### src/rtl/mem_access_pkg.sv
// mem_access shared types and constants.
// Size/state encodings, byte-enable bases, legality check.
package mem_access_pkg;

    typedef enum logic [1:0] {
        MS_BYTE = 2'b00,
        MS_HALF = 2'b01,
        MS_WORD = 2'b10,
        MS_ILL  = 2'b11
    } msize_e;

    typedef enum logic [1:0] {
        ST_IDLE = 2'b00,
        ST_WAIT = 2'b01,
        ST_RESP = 2'b10
    } state_e;

    localparam logic [3:0] BE_BYTE = 4'b0001;
    localparam logic [3:0] BE_HALF = 4'b0011;
    localparam logic [3:0] BE_WORD = 4'b1111;

    // True when a memory op cannot be issued to the bus.
    function automatic logic acc_illegal(
        input msize_e     size,
        input logic [1:0] lo,
        input logic       rd,
        input logic       wr
    );
        logic bad;
        bad = rd & wr;
        case (size)
            MS_HALF: bad = bad | lo[0];
            MS_WORD: bad = bad | (lo != 2'b00);
            MS_ILL:  bad = 1'b1;
            default: bad = bad;
        endcase
        return bad;
    endfunction

endpackage

### src/rtl/mem_access_if.sv
// Data-memory req/ack bus.
// master = memory stage, slave = memory.
interface mem_access_if;
    logic        dm_req;
    logic        dm_we;
    logic [31:0] dm_addr;
    logic [3:0]  dm_be;
    logic [31:0] dm_wdata;
    logic        dm_ack;
    logic [31:0] dm_rdata;

    modport master (
        output dm_req, dm_we, dm_addr, dm_be, dm_wdata,
        input  dm_ack, dm_rdata
    );

    modport slave (
        input  dm_req, dm_we, dm_addr, dm_be, dm_wdata,
        output dm_ack, dm_rdata
    );
endinterface

### src/rtl/mem_align.sv
// Byte-lane steering for stores and lane
// extraction plus sign/zero extension for loads.
module mem_align
    import mem_access_pkg::*;
(
    input  msize_e      size_i,
    input  logic        sign_i,
    input  logic [1:0]  lo_i,
    input  logic [31:0] wdata_i,
    input  logic [31:0] rdata_i,
    output logic [3:0]  be_o,
    output logic [31:0] wdata_o,
    output logic [31:0] rdata_o
);
    logic [7:0]  lane_b;
    logic [15:0] lane_h;

    // Select the addressed byte and halfword of the read word.
    always_comb begin
        lane_b = 8'h00;
        unique case (lo_i)
            2'd0: lane_b = rdata_i[7:0];
            2'd1: lane_b = rdata_i[15:8];
            2'd2: lane_b = rdata_i[23:16];
            2'd3: lane_b = rdata_i[31:24];
        endcase
        lane_h = lo_i[1] ? rdata_i[31:16] : rdata_i[15:0];
    end

    // Enables, replicated store data and extended load value.
    always_comb begin
        be_o    = 4'b0000;
        wdata_o = wdata_i;
        rdata_o = rdata_i;
        case (size_i)
            MS_BYTE: begin
                be_o    = BE_BYTE << lo_i;
                wdata_o = {4{wdata_i[7:0]}};
                rdata_o = {{24{sign_i & lane_b[7]}}, lane_b};
            end
            MS_HALF: begin
                be_o    = BE_HALF << lo_i;
                wdata_o = {2{wdata_i[15:0]}};
                rdata_o = {{16{sign_i & lane_h[15]}}, lane_h};
            end
            MS_WORD: be_o = BE_WORD;
            default: be_o = 4'b0000;
        endcase
    end
endmodule

### src/rtl/mem_access.sv
// Memory-access stage: loads/stores over a req/ack
// bus, ALU pass-through, stall and error reporting.
module mem_access
    import mem_access_pkg::*;
#(
    parameter int MAX_WAIT = 16,
    parameter int CNT_W    = 8
) (
    input  logic               clk,
    input  logic               rst_n,
    input  logic               in_valid,
    output logic               in_ready,
    input  logic [31:0]        Alu_result,
    input  logic [31:0]        Read_data_2,
    input  logic               MemRead,
    input  logic               MemWrite,
    input  logic [1:0]         MemSize,
    input  logic               MemSigned,
    mem_access_if.master       dm,
    output logic               out_valid,
    output logic [31:0]        Mem_result,
    output logic               Mem_stall,
    output logic               Addr_err,
    output logic               Bus_err
);
    localparam logic [CNT_W-1:0] CNT_LAST = CNT_W'(MAX_WAIT - 1);

    state_e           state_q;
    logic [CNT_W-1:0] cnt_q;
    msize_e           size_q;
    logic             sign_q;
    logic [1:0]       lo_q;
    logic             dm_req_q;
    logic             dm_we_q;
    logic [31:0]      dm_addr_q;
    logic [3:0]       dm_be_q;
    logic [31:0]      dm_wdata_q;
    logic             out_valid_q;
    logic [31:0]      mem_result_q;
    logic             addr_err_q;
    logic             bus_err_q;

    msize_e      in_size;
    logic        is_mem;
    logic        acc_err;
    logic [3:0]  st_be;
    logic [31:0] st_wdata;
    logic [31:0] st_rdata_unused;
    logic [3:0]  ld_be_unused;
    logic [31:0] ld_wdata_unused;
    logic [31:0] ld_data;

    assign in_size = msize_e'(MemSize);
    assign is_mem  = MemRead | MemWrite;
    assign acc_err = acc_illegal(in_size, Alu_result[1:0],
                                 MemRead, MemWrite);

    // Store path: steer the incoming operand at accept.
    mem_align u_st_align (
        .size_i  (in_size),
        .sign_i  (MemSigned),
        .lo_i    (Alu_result[1:0]),
        .wdata_i (Read_data_2),
        .rdata_i (32'h0),
        .be_o    (st_be),
        .wdata_o (st_wdata),
        .rdata_o (st_rdata_unused)
    );

    // Load path: extract from the returned word at ack.
    mem_align u_ld_align (
        .size_i  (size_q),
        .sign_i  (sign_q),
        .lo_i    (lo_q),
        .wdata_i (32'h0),
        .rdata_i (dm.dm_rdata),
        .be_o    (ld_be_unused),
        .wdata_o (ld_wdata_unused),
        .rdata_o (ld_data)
    );

    // Stage FSM with registered bus and result outputs.
    always_ff @(posedge clk or negedge rst_n) begin
        if (!rst_n) begin
            state_q      <= ST_IDLE;
            cnt_q        <= '0;
            size_q       <= MS_BYTE;
            sign_q       <= 1'b0;
            lo_q         <= 2'b00;
            dm_req_q     <= 1'b0;
            dm_we_q      <= 1'b0;
            dm_addr_q    <= '0;
            dm_be_q      <= '0;
            dm_wdata_q   <= '0;
            out_valid_q  <= 1'b0;
            mem_result_q <= '0;
            addr_err_q   <= 1'b0;
            bus_err_q    <= 1'b0;
        end else begin
            out_valid_q <= 1'b0;
            addr_err_q  <= 1'b0;
            bus_err_q   <= 1'b0;
            case (state_q)
                ST_IDLE: begin
                    if (in_valid) begin
                        if (!is_mem) begin
                            out_valid_q  <= 1'b1;
                            mem_result_q <= Alu_result;
                        end else if (acc_err) begin
                            out_valid_q  <= 1'b1;
                            addr_err_q   <= 1'b1;
                            mem_result_q <= '0;
                        end else begin
                            dm_req_q   <= 1'b1;
                            dm_we_q    <= MemWrite;
                            dm_addr_q  <= {Alu_result[31:2], 2'b00};
                            dm_be_q    <= st_be;
                            dm_wdata_q <= st_wdata;
                            size_q     <= in_size;
                            sign_q     <= MemSigned;
                            lo_q       <= Alu_result[1:0];
                            cnt_q      <= '0;
                            state_q    <= ST_WAIT;
                        end
                    end
                end
                ST_WAIT: begin
                    if (dm.dm_ack) begin
                        dm_req_q     <= 1'b0;
                        out_valid_q  <= 1'b1;
                        mem_result_q <= dm_we_q ? '0 : ld_data;
                        state_q      <= ST_RESP;
                    end else if (cnt_q == CNT_LAST) begin
                        dm_req_q     <= 1'b0;
                        out_valid_q  <= 1'b1;
                        bus_err_q    <= 1'b1;
                        mem_result_q <= '0;
                        state_q      <= ST_RESP;
                    end else begin
                        cnt_q <= cnt_q + 1'b1;
                    end
                end
                ST_RESP: state_q <= ST_IDLE;
                default: state_q <= ST_IDLE;
            endcase
        end
    end

    assign in_ready    = (state_q == ST_IDLE);
    assign Mem_stall   = ~in_ready;
    assign out_valid   = out_valid_q;
    assign Mem_result  = mem_result_q;
    assign Addr_err    = addr_err_q;
    assign Bus_err     = bus_err_q;
    assign dm.dm_req   = dm_req_q;
    assign dm.dm_we    = dm_we_q;
    assign dm.dm_addr  = dm_addr_q;
    assign dm.dm_be    = dm_be_q;
    assign dm.dm_wdata = dm_wdata_q;
endmodule

### src/flat_wrapper.sv
// flat-port wrapper written by rule: the top's interface ports become plain ports
module mem_access_flat import mem_access_pkg::*;
#(
    parameter int MAX_WAIT = 16,
    parameter int CNT_W    = 8
)
  (clk, rst_n, in_valid, in_ready, Alu_result, Read_data_2, MemRead, MemWrite, MemSize, MemSigned, out_valid, Mem_result, Mem_stall, Addr_err, Bus_err, dm_dm_req, dm_dm_we, dm_dm_addr, dm_dm_be, dm_dm_wdata, dm_dm_ack, dm_dm_rdata);
  mem_access_if dm_i ();
  input  logic clk;
  input  logic rst_n;
  input  logic in_valid;
  output logic in_ready;
  input  logic [31:0] Alu_result;
  input  logic [31:0] Read_data_2;
  input  logic MemRead;
  input  logic MemWrite;
  input  logic [1:0] MemSize;
  input  logic MemSigned;
  output logic out_valid;
  output logic [31:0] Mem_result;
  output logic Mem_stall;
  output logic Addr_err;
  output logic Bus_err;
  output wire logic [$bits(dm_i.dm_req)-1:0] dm_dm_req;
  output wire logic [$bits(dm_i.dm_we)-1:0] dm_dm_we;
  output wire logic [$bits(dm_i.dm_addr)-1:0] dm_dm_addr;
  output wire logic [$bits(dm_i.dm_be)-1:0] dm_dm_be;
  output wire logic [$bits(dm_i.dm_wdata)-1:0] dm_dm_wdata;
  input wire logic [$bits(dm_i.dm_ack)-1:0] dm_dm_ack;
  input wire logic [$bits(dm_i.dm_rdata)-1:0] dm_dm_rdata;
  assign dm_dm_req = dm_i.dm_req;
  assign dm_dm_we = dm_i.dm_we;
  assign dm_dm_addr = dm_i.dm_addr;
  assign dm_dm_be = dm_i.dm_be;
  assign dm_dm_wdata = dm_i.dm_wdata;
  assign dm_i.dm_ack = dm_dm_ack;
  assign dm_i.dm_rdata = dm_dm_rdata;
  mem_access #(.MAX_WAIT(MAX_WAIT), .CNT_W(CNT_W)) u_core (.clk(clk), .rst_n(rst_n), .in_valid(in_valid), .in_ready(in_ready), .Alu_result(Alu_result), .Read_data_2(Read_data_2), .MemRead(MemRead), .MemWrite(MemWrite), .MemSize(MemSize), .MemSigned(MemSigned), .dm(dm_i), .out_valid(out_valid), .Mem_result(Mem_result), .Mem_stall(Mem_stall), .Addr_err(Addr_err), .Bus_err(Bus_err));
endmodule
### config.mk
export PLATFORM = sky130hd
export DESIGN_NAME = mem_access_flat
export DESIGN_NICKNAME = d
export VERILOG_FILES = /design/src/rtl/mem_access_pkg.sv /design/src/rtl/mem_access_if.sv /design/src/rtl/mem_align.sv /design/src/rtl/mem_access.sv /design/src/flat_wrapper.sv
export SDC_FILE = /design/constraint.sdc
export NUM_CORES = 1
export LEC_CHECK = 0
export BUFFER_PORTS_ARGS = -buffer_cell sky130_fd_sc_hd__buf_4
export CORE_ASPECT_RATIO = 1.25
export CORE_UTILIZATION = 30
export DETAILED_ROUTE_END_ITERATION = 12
export PLACE_DENSITY = 0.61
export SLEW_MARGIN = 25
export SYNTH_ARGS = -nofsm -noshare
export SYNTH_HDL_FRONTEND = slang
export SYNTH_HIERARCHICAL = 1
export SYNTH_SLANG_ARGS = --single-unit
### constraint.sdc
create_clock -name clk -period 2.8 [get_ports clk]
set_clock_uncertainty 0.1 [all_clocks]
set_input_delay 0.42 -clock clk [delete_from_list [all_inputs] [get_ports clk]]
set_output_delay 0.42 -clock clk [all_outputs]
set_load 0.01 [all_outputs]
After elaboration in Yosys (flattened, before gate mapping)
Cells that the tools add are included.
{"block": "word_totals", "regBits": 118, "out_inout_bits": 107, "word_cells": 94}
{"block": "op_classes", "add_sub_neg": 1, "eq_ne": 16, "shift": 2, "muxes": 42, "n_bitwise": 8, "n_reduce_logical": 11}
{"op": "$mux W32", "n": 6}
{"op": "$pmux W32 S2", "n": 3}
{"op": "$mux W8", "n": 5}
{"op": "$pmux W8 S4", "n": 1}
{"op": "$mux W16", "n": 1}
{"op": "$pmux W8 S2", "n": 1}
{"op": "$mux W1", "n": 15}
{"op": "$pmux W4 S3", "n": 1}
{"op": "$reduce_and A4 Y1", "n": 3}
{"op": "$mux W2", "n": 5}
{"op": "$ne A2 B2 Y1 const B", "n": 5}
{"op": "$add A8 B1 Y8 const B", "n": 1}
{"op": "$eq A2 B1 Y1 const B", "n": 4}
{"op": "$eq A2 B2 Y1 const B", "n": 4}
{"op": "$eq A8 B4 Y1 const B", "n": 1}
{"op": "$logic_not A2 Y1", "n": 4}
{"op": "$reduce_and A6 Y1", "n": 1}
{"op": "$reduce_and A5 Y1", "n": 1}
{"op": "$pmux W1 S2", "n": 2}
{"op": "$pmux W2 S2", "n": 1}
{"op": "$reduce_bool A2 Y1", "n": 2}
{"op": "$shl A1 B2 Y4 const A", "n": 1}
{"op": "$shl A2 B2 Y4 const A", "n": 1}
{"op": "$and A1 B1 Y1", "n": 3}
{"op": "other kinds (5)", "n": 8}

Logic depth before layout (Yosys ltp)
Gate-level depths: netlist (run 1).
{"block": "depth", "word_depth": 7, "depth_mapped": 9, "mapped_depth_nobuf": 6}

Hierarchy
The synthesis (run 1) kept the hierarchy.
{"module": "mem_access", "n_inst": 1, "cells_per_inst": 389, "area_each_um2": 5251.3, "seq_area_each_um2": 2952.8}
{"module": "mem_align", "n_inst": 2, "cells_per_inst": 202, "area_each_um2": 1348.8, "seq_area_each_um2": 0.0}

Least setup slack after synthesis (run 1)
OpenSTA, ideal clock, no wires.
{"block": "synth_timing", "path_kind": "in2reg", "startpoint": "input port MemSize[0]", "endpoint": "register u_core.dm_addr_q[10] (netlist: u_core/dm.dm_addr[10])", "setup_time_ns": 0.128, "t_arrival_ns": 1.918, "t_required_ns": 2.572, "slack_ns": 0.655, "path_stages": 7, "cell_sequence": "inv_1 > ha_1 > nor3_1 > a211oi_2 > nor2_2 > buf_4 > mux2_1"}
{"block": "synth_between", "elab_chain_cells": 4}
{"element": "start: declaration", "line_no": "flat_wrapper.sv:17", "rtl": "input logic [1:0] MemSize;"}
{"element": "$eq A2 B2 Y1 / $eq A2 B1 Y1 (equally long branches)", "line_no": "mem_access_pkg.sv:31", "rtl": "case (size)"}
{"element": "$pmux W1 S3 (*)", "line_no": "mem_access_pkg.sv:31"}
{"element": "$not A1 Y1 (no line) (*)"}
{"element": "$reduce_and A4 Y1 (no line) (*)"}
{"element": "end signal: assignment", "line_no": "mem_access.sv:116", "rtl": "dm_addr_q <= {Alu_result[31:2], 2'b00};"}
{"element": "end: declaration", "line_no": "mem_access.sv:35", "rtl": "logic [31:0] dm_addr_q;"}
Every way passes the cells marked *; elsewhere a longest branch is shown, timed or not.
A chain may end at the register's enable or synchronous reset.

Worst setup path in the final report (run 1)
{"block": "layout_timing", "startpoint": "register u_core.lo_q[1]", "endpoint": "register u_core.mem_result_q[21] (netlist: u_core/Mem_result[21])"}
{"block": "layout_between", "elab_chain_cells": 7}
{"element": "start: declaration", "line_no": "mem_access.sv:32", "rtl": "logic [1:0] lo_q;"}
{"element": "start signal: assignment", "line_no": "mem_access.sv:121", "rtl": "lo_q <= Alu_result[1:0];"}
{"element": "$eq A2 B2 Y1, or another cell as far along", "line_no": "mem_align.sv:21", "rtl": "unique case (lo_i)"}
{"element": "$pmux W8 S4", "line_no": "mem_align.sv:21"}
{"element": "$and A1 B1 Y1", "line_no": "mem_align.sv:39", "rtl": "rdata_o = {{24{sign_i & lane_b[7]}}, lane_b};"}
{"element": "$pmux W32 S2 (*)", "line_no": "mem_align.sv:35", "rtl": "case (size_i)"}
{"element": "named net u_core.ld_data[21]", "line_no": "mem_access.sv:51", "rtl": "logic [31:0] ld_data;"}
{"element": "$mux W32 (*)", "line_no": "mem_access.sv:131", "rtl": "mem_result_q <= dm_we_q ? '0 : ld_data;"}
{"element": "$mux W32 (*)", "line_no": "mem_access.sv:128", "rtl": "if (dm.dm_ack) begin"}
{"element": "$pmux W32 S2 (*)", "line_no": "mem_access.sv:103", "rtl": "case (state_q)"}
{"element": "end signal: assignment", "line_no": "mem_access.sv:108", "rtl": "mem_result_q <= Alu_result;"}
{"element": "end signal: assignment", "line_no": "mem_access.sv:131"}
{"element": "end: declaration", "line_no": "mem_access.sv:39", "rtl": "logic [31:0] mem_result_q;"}
The timed path passes the listed nets; every way through them passes the cells marked *.

==> results of run 1 <==
[where the power goes]
part	internal (mW)	leakage (nW)	switching, mW
Sequential	2.38	1.42	0.456
Clock	1.56	0.316	0.837
Combinational	1.83	2.30	1.81
[cell type report]
type / instances / area [µm²] / share of cell area
Tap cell: 279 / 349 / 0.0386
Antenna cell: 1 / 2.50 / 0.000276
Clock buffer: 20 / 467 / 0.0515
Sequential cell: 118 / 2950 / 0.326
Timing Repair Buffer: 233 / 1800 / 0.199
Clock inverter: 12 / 174 / 0.0192
Inverter: 18 / 67.6 / 0.00746
Multi-Input combinational cell: 394 / 3240 / 0.358
[worst max-delay path, delay by kind of cell, from the launching register on]
kind,cells,cell delay (ns)
AO/OA/AOI/OAI,3,0.86
flip-flops,1,0.71
multiplexers,1,0.23
AND/OR/NAND/NOR,1,0.43
[registers in the layout, summed over array words and instances, names as in the netlist, 2 cells and up]
| register | cells |
|---|---|
| u_core/dm.dm_wdata | 32 |
| u_core/cnt_q | 8 |
| u_core/Mem_result | 32 |
| u_core/dm.dm_be | 4 |
| u_core/size_q | 2 |
| u_core/dm.dm_addr | 30 |
| u_core/lo_q | 2 |
| u_core/state_q | 2 |
[metrics by stage]
step	hold WS [ns]	instance area [µm²]	total power [mW]	worst slack, ns
detailed placement	0.376	8400	6.52	0.236
CTS	0.117	9050	8.96	0.392
finish	0.133	9050	8.88	0.324
floorplan	0.0244	6720	4.83	0.655
global placement	0.369	8400	6.47	0.254
global route	0.118	9050	9.37	0.236
[per-layer routing]
metal	vias to the layer above	track usage	share of wire
met2	236	0.321	0.50
met4	0	0.0738	0.020
li1	2613	-	-
met3	28	0.0579	0.084
met1	2839	0.228	0.40
met5	-	0	0
[worst max-delay path by stage]
stage	startpoint	end	slack, ns	depth (start not counted)
after floorplan	MemSize[0]	u_core/dm.dm_addr[10]	0.65	7
after global routing	u_core/lo_q[1]	u_core/Mem_result[20]	0.24	5
after global placement	MemSize[0]	u_core/Mem_result[3]	0.25	8
after detailed placement	MemSize[0]	u_core/Mem_result[2]	0.24	8
after CTS	u_core/lo_q[1]	u_core/Mem_result[20]	0.39	5
final	u_core/lo_q[1]	u_core/Mem_result[21]	0.32	5
[timing repair]
action                                  in CTS  in global routing
setup buffers                                0                  0
endpoints found under the setup margin       0                  0
hold buffers                                 1                  0
endpoints found under the hold margin       43                  0
==> impl_metrics.xml, run 1 <==
<?xml version="1.0" encoding="UTF-8"?>
<metrics>
  <group name="floorplanning">
    <metric name="floorplan.core_area" unit="µm²">21800</metric>
    <metric name="die_x" unit="µm">136</metric>
    <metric name="effective_utilization_at_floorplan" unit="">0.308</metric>
    <metric name="design.portCount" unit="">212</metric>
    <metric name="total_die_area" unit="µm²">23000</metric>
    <metric name="die_height" unit="µm">169</metric>
    <metric name="floorplan.rows" unit="">60</metric>
  </group>
  <group name="pwr">
    <metric name="pwr_density_cell" unit="nW/µm²">981</metric>
    <metric name="peakVddDrop" unit="mV">0.434</metric>
    <metric name="power.leakage" unit="nW">4.03</metric>
  </group>
  <group name="worst_hold_path">
    <metric name="hold-path-cell-count" unit="">2</metric>
    <metric name="holdCritStartpoint" unit="">Alu_result[16]</metric>
    <metric name="hold-path-endpoint" unit="">u_core/dm.dm_addr[16]</metric>
    <metric name="hold_class" unit="">input port to flop</metric>
  </group>
  <group name="detailed_routing">
    <metric name="routed_via_density" unit="">5.32</metric>
    <metric name="num_vias" unit="">5716</metric>
    <metric name="detail_route.first_pass.iterations" unit="">7</metric>
    <metric name="wl_per_cell" unit="µm">20.2</metric>
    <metric name="initialDrtViolationCount" unit="">416</metric>
    <metric name="drt_wl_total" unit="µm">21700</metric>
    <metric name="antenna_violating_nets_left" unit="">0</metric>
    <metric name="drc" unit="">0</metric>
  </group>
  <group name="setup_path">
    <metric name="worst-r2r-cell-count" unit="">5</metric>
    <metric name="r2r_setup_slack" unit="ns">0.32</metric>
    <metric name="timing.critical_path.arrival" unit="ns">2.65</metric>
    <metric name="cp_slowest_cell" unit="">dfrtp_1</metric>
    <metric name="r2r-end" unit="">u_core/Mem_result[21]</metric>
    <metric name="critPathMaxFanout" unit="">16</metric>
    <metric name="worstSetupPathType" unit="">flop to flop</metric>
    <metric name="worstSetupEndpointType" unit="">flop</metric>
    <metric name="critPathRequiredTime" unit="ns">2.98</metric>
    <metric name="critical-path-max-stage-delay" unit="ns">0.71</metric>
    <metric name="critical_register_to_register_path_startpoint" unit="">u_core/lo_q[1]</metric>
    <metric name="critPathLaunchType" unit="">flop</metric>
    <metric name="series_of_cell_instances_along_the_critical_path" unit="">mux2i_1 &gt; or3_1 &gt; o221ai_1 &gt; a221oi_1 &gt; a22oi_2</metric>
  </group>
  <group name="timing">
    <metric name="period_minus_ws_final" unit="ns">2.48</metric>
    <metric name="fin_crit_sh" unit="">0.884</metric>
    <metric name="setup_viol" unit="">0</metric>
    <metric name="timing.fmax" unit="MHz">404</metric>
    <metric name="rsz0062_at_grt" unit="">no</metric>
    <metric name="maxSlewHeadroom" unit="">0.395</metric>
    <metric name="final-max-slew-violation-count" unit="">0</metric>
    <metric name="worstMarginPinSlew" unit="ns">0.906</metric>
    <metric name="final-hold-violation-count" unit="">0</metric>
    <metric name="fin_tns_setup" unit="ns">0</metric>
  </group>
  <group name="place">
    <metric name="place.detailed.hpwl" unit="µm">15800</metric>
    <metric name="place_congestion" unit="">0.860</metric>
    <metric name="place.detailed.instances" unit="">1041</metric>
    <metric name="placement.io_buffers" unit="">209</metric>
  </group>
  <group name="global_routing">
    <metric name="pin_count_of_the_biggest_net_entering_global_routing" unit="">74</metric>
    <metric name="grt_first_pass_wirelength" unit="µm">33300</metric>
    <metric name="grt_overflow_total" unit="">0</metric>
    <metric name="via_count_of_the_first_global_routing_pass" unit="">5761</metric>
    <metric name="antenna_found_initial" unit="">1</metric>
    <metric name="global_route.usage.total" unit="">0.192</metric>
  </group>
  <group name="finish">
    <metric name="n_fill_cell" unit="">2159</metric>
    <metric name="post-route-util" unit="">0.416</metric>
    <metric name="layoutNonFillerInstCount" unit="">1075</metric>
    <metric name="syn_to_final_growth" unit="%">34.9</metric>
    <metric name="total_nets_final" unit="">891</metric>
    <metric name="post_route_cells_drive_above_1_share" unit="">0.403</metric>
    <metric name="layout_commonest_cell" unit="">buf_4</metric>
    <metric name="most-common-layout-cells" unit="">buf_4, dfrtp_1, mux2_1</metric>
  </group>
  <group name="clock_tree">
    <metric name="cts_repair_resize_count" unit="">0</metric>
    <metric name="htreeDepth" unit="">4</metric>
    <metric name="cts-root-buf" unit="">clkbuf_16</metric>
    <metric name="tritoncts" unit="">yes</metric>
    <metric name="worstSkewPairLatency" unit="ns">0.42</metric>
    <metric name="path_clk_slew" unit="ns">0.06</metric>
    <metric name="cts_sinks" unit="">118</metric>
    <metric name="num_cts_buffers" unit="">17</metric>
    <metric name="max-clock-path-buffers" unit="">2</metric>
  </group>
  <group name="logic_synthesis">
    <metric name="yosysWarnings" unit="">6</metric>
    <metric name="synthesis.area" unit="µm²">6710</metric>
    <metric name="number_of_instances_in_the_synthesized_netlist" unit="">613</metric>
    <metric name="syn_area_per_cell" unit="µm²">10.9</metric>
  </group>
  <group name="status">
    <metric name="run_status" unit="">completed</metric>
  </group>
  <group name="flow_run">
    <metric name="cap_violations" unit="">0</metric>
  </group>
</metrics>
(Power assumes the default switching activity.)
==> inputs of run 2 (changes only) <==
--- a/config.mk
+++ b/config.mk
@@ -7,9 +7,9 @@
 export LEC_CHECK = 0
 export BUFFER_PORTS_ARGS = -buffer_cell sky130_fd_sc_hd__buf_4
 export CORE_ASPECT_RATIO = 1.25
-export CORE_UTILIZATION = 30
+export CORE_UTILIZATION = 50
 export DETAILED_ROUTE_END_ITERATION = 12
-export PLACE_DENSITY = 0.61
+export PLACE_DENSITY = 0.87
 export SLEW_MARGIN = 25
 export SYNTH_ARGS = -nofsm -noshare
 export SYNTH_HDL_FRONTEND = slang
==> run 2 against run 1 <==
Compared with the run above: worst hold slack improved by 0.0020 ns; sequential power barely moved; via count up 3.6%; utilization increased by 26 points; worst setup slack better by 0.041 ns; maximum frequency rose by 1.7%; highest routed layer unchanged; combinational power shrank 1%; routed wire length decreased by 8.3%.
==> impl_metrics.xml, run 2 (synthesis gave the netlist of run 1 again) <==
<?xml version="1.0" encoding="UTF-8"?>
<metrics>
  <group name="status">
    <metric name="run_status" unit="">completed</metric>
  </group>
  <group name="finish">
    <metric name="n_antenna_cell" unit="">0</metric>
    <metric name="most-common-layout-cells" unit="">buf_4, dfrtp_1, mux2_1</metric>
    <metric name="post-route-util" unit="">0.679</metric>
    <metric name="post_route_cells_drive_above_1_share" unit="">0.394</metric>
    <metric name="total_nets_final" unit="">887</metric>
    <metric name="layout_commonest_cell" unit="">buf_4</metric>
    <metric name="syn_to_final_growth" unit="%">30.5</metric>
  </group>
  <group name="pwr">
    <metric name="power.leakage" unit="nW">3.96</metric>
    <metric name="peakVddDrop" unit="mV">0.529</metric>
    <metric name="pwr_density_cell" unit="nW/µm²">965</metric>
    <metric name="power.total" unit="mW">8.45</metric>
  </group>
  <group name="clock_tree">
    <metric name="num_cts_buffers" unit="">17</metric>
    <metric name="post-cts-setup-buffers" unit="">0</metric>
    <metric name="worstSkewPairLatency" unit="ns">0.41</metric>
    <metric name="max-clock-path-buffers" unit="">2</metric>
    <metric name="tritoncts" unit="">yes</metric>
    <metric name="cts-root-buf" unit="">clkbuf_16</metric>
    <metric name="path_clk_slew" unit="ns">0.05</metric>
    <metric name="htreeDepth" unit="">4</metric>
    <metric name="cts_sinks" unit="">118</metric>
  </group>
  <group name="flow_run">
    <metric name="cap_violations" unit="">0</metric>
  </group>
  <group name="floorplanning">
    <metric name="floorplan.rows" unit="">46</metric>
    <metric name="die_height" unit="µm">132</metric>
    <metric name="die_x" unit="µm">106</metric>
    <metric name="total_die_area" unit="µm²">13900</metric>
    <metric name="design.portCount" unit="">212</metric>
    <metric name="floorplan.core_area" unit="µm²">12900</metric>
    <metric name="effective_utilization_at_floorplan" unit="">0.521</metric>
  </group>
  <group name="setup_path">
    <metric name="critPathLaunchType" unit="">flop</metric>
    <metric name="worstSetupPathType" unit="">flop to flop</metric>
    <metric name="critical-path-max-stage-delay" unit="ns">0.67</metric>
    <metric name="worstSetupEndpointType" unit="">flop</metric>
    <metric name="critPathCapture" unit="">u_core/Mem_result[21]</metric>
    <metric name="critPathRequiredTime" unit="ns">2.96</metric>
    <metric name="cp_slowest_cell" unit="">dfrtp_1</metric>
    <metric name="r2r-end" unit="">u_core/Mem_result[21]</metric>
    <metric name="r2r_setup_slack" unit="ns">0.36</metric>
    <metric name="timing.critical_path.arrival" unit="ns">2.59</metric>
    <metric name="critical_path.startpoint" unit="">u_core/lo_q[1]</metric>
    <metric name="critPathMaxFanout" unit="">16</metric>
    <metric name="worst-r2r-cell-count" unit="">5</metric>
    <metric name="series_of_cell_instances_along_the_critical_path" unit="">mux2i_1 &gt; or3_1 &gt; o221ai_1 &gt; a221oi_1 &gt; a22oi_2</metric>
    <metric name="critical_register_to_register_path_startpoint" unit="">u_core/lo_q[1]</metric>
  </group>
  <group name="detailed_routing">
    <metric name="detail_route.first_pass.iterations" unit="">5</metric>
    <metric name="antenna_violating_nets_left" unit="">0</metric>
    <metric name="routed_via_density" unit="">6.17</metric>
    <metric name="drt_wl_total" unit="µm">19900</metric>
    <metric name="initialDrtViolationCount" unit="">445</metric>
    <metric name="num_vias" unit="">5921</metric>
    <metric name="drc" unit="">0</metric>
    <metric name="wl_per_cell" unit="µm">20.8</metric>
  </group>
  <group name="timing">
    <metric name="fin_crit_sh" unit="">0.870</metric>
    <metric name="setup_slack" unit="ns">0.364</metric>
    <metric name="rsz0062_at_grt" unit="">no</metric>
    <metric name="timing.fmax" unit="MHz">411</metric>
    <metric name="final-max-slew-violation-count" unit="">0</metric>
    <metric name="fin_tns_setup" unit="ns">0</metric>
    <metric name="worstMarginPinSlew" unit="ns">0.711</metric>
    <metric name="maxSlewHeadroom" unit="">0.526</metric>
    <metric name="setup_viol" unit="">0</metric>
    <metric name="final-hold-violation-count" unit="">0</metric>
    <metric name="period_minus_ws_final" unit="ns">2.44</metric>
  </group>
  <group name="global_routing">
    <metric name="global_route.usage.total" unit="">0.291</metric>
    <metric name="via_count_of_the_first_global_routing_pass" unit="">6097</metric>
    <metric name="pin_count_of_the_biggest_net_entering_global_routing" unit="">59</metric>
    <metric name="antenna_found_initial" unit="">0</metric>
    <metric name="grt_overflow_total" unit="">0</metric>
    <metric name="grt_first_pass_wirelength" unit="µm">31500</metric>
  </group>
  <group name="place">
    <metric name="place_congestion" unit="">0.919</metric>
    <metric name="dp_worst_setup_slack" unit="ns">0.197</metric>
    <metric name="place.detailed.hpwl" unit="µm">14300</metric>
    <metric name="placement.io_buffers" unit="">209</metric>
  </group>
  <group name="worst_hold_path">
    <metric name="hold_class" unit="">input port to flop</metric>
  </group>
</metrics>
==> run 2: worst min-delay path by stage <==
stage / cells past startpoint / end / slack [ns] / startpoint
finish: 2 / u_core/sign_q / 0.14 / MemSigned
floorplan: 0 / u_core/Addr_err / 0.02 / rst_n
global placement: 1 / u_core/dm.dm_addr[22] / 0.37 / u_core/dm.dm_addr[22]
detailed placement: 1 / u_core/dm.dm_addr[18] / 0.38 / u_core/dm.dm_addr[18]
CTS: 2 / u_core/sign_q / 0.13 / MemSigned
global route: 2 / u_core/sign_q / 0.12 / MemSigned
==> run 2: what timing repair did <==
item,4_1_cts,5_1_grt
resized for setup,0,0
hold endpoints to repair,49,0
setup endpoints to repair,0,0
hold buffers,1,0
==> run 2: routing by layer <==
metal  vias up  GRT usage  wire length, µm
li1       2603          -                -
met1      2869      0.340             7380
met2       383      0.495            10100
met3        66     0.0610             1660
met4         0      0.159              796
met5         -          0                0
==> run 2: worst max-delay path: cells and delay by family, from the launching register on <==
family          cells  cell delay [ns]
mux                 1             0.26
flops               1             0.67
simple gates        1             0.42
compound gates      3             0.85
==> run 2: power breakdown <==
part	switching (mW)	internal, mW	leakage, nW
clock	0.768	1.22	0.266
sequential	0.485	2.39	1.42
combinational	1.80	1.79	2.27
==> run 2: layout make-up <==
type	instances	area [µm²]
Timing Repair Buffer	229	1750
Inverter	18	67.6
Multi-Input combinational cell	394	3240
Clock inverter	8	48.8
Fill cell	951	4140
Clock buffer	24	492
Tap cell	168	210
Sequential cell	118	2950
==> run 2: per-stage QoR <==
| stage | hold slack, ns | std cells | instance area [µm²] |
|---|---|---|---|
| 2_1_floorplan | 0.0244 | 614 | 6720 |
| 3_3_place_gp | 0.369 | 926 | 8210 |
| 3_5_place_dp | 0.376 | 926 | 8210 |
| 4_1_cts | 0.126 | 959 | 8760 |
| 5_1_grt | 0.124 | 959 | 8760 |
| 6_report | 0.135 | 959 | 8760 |
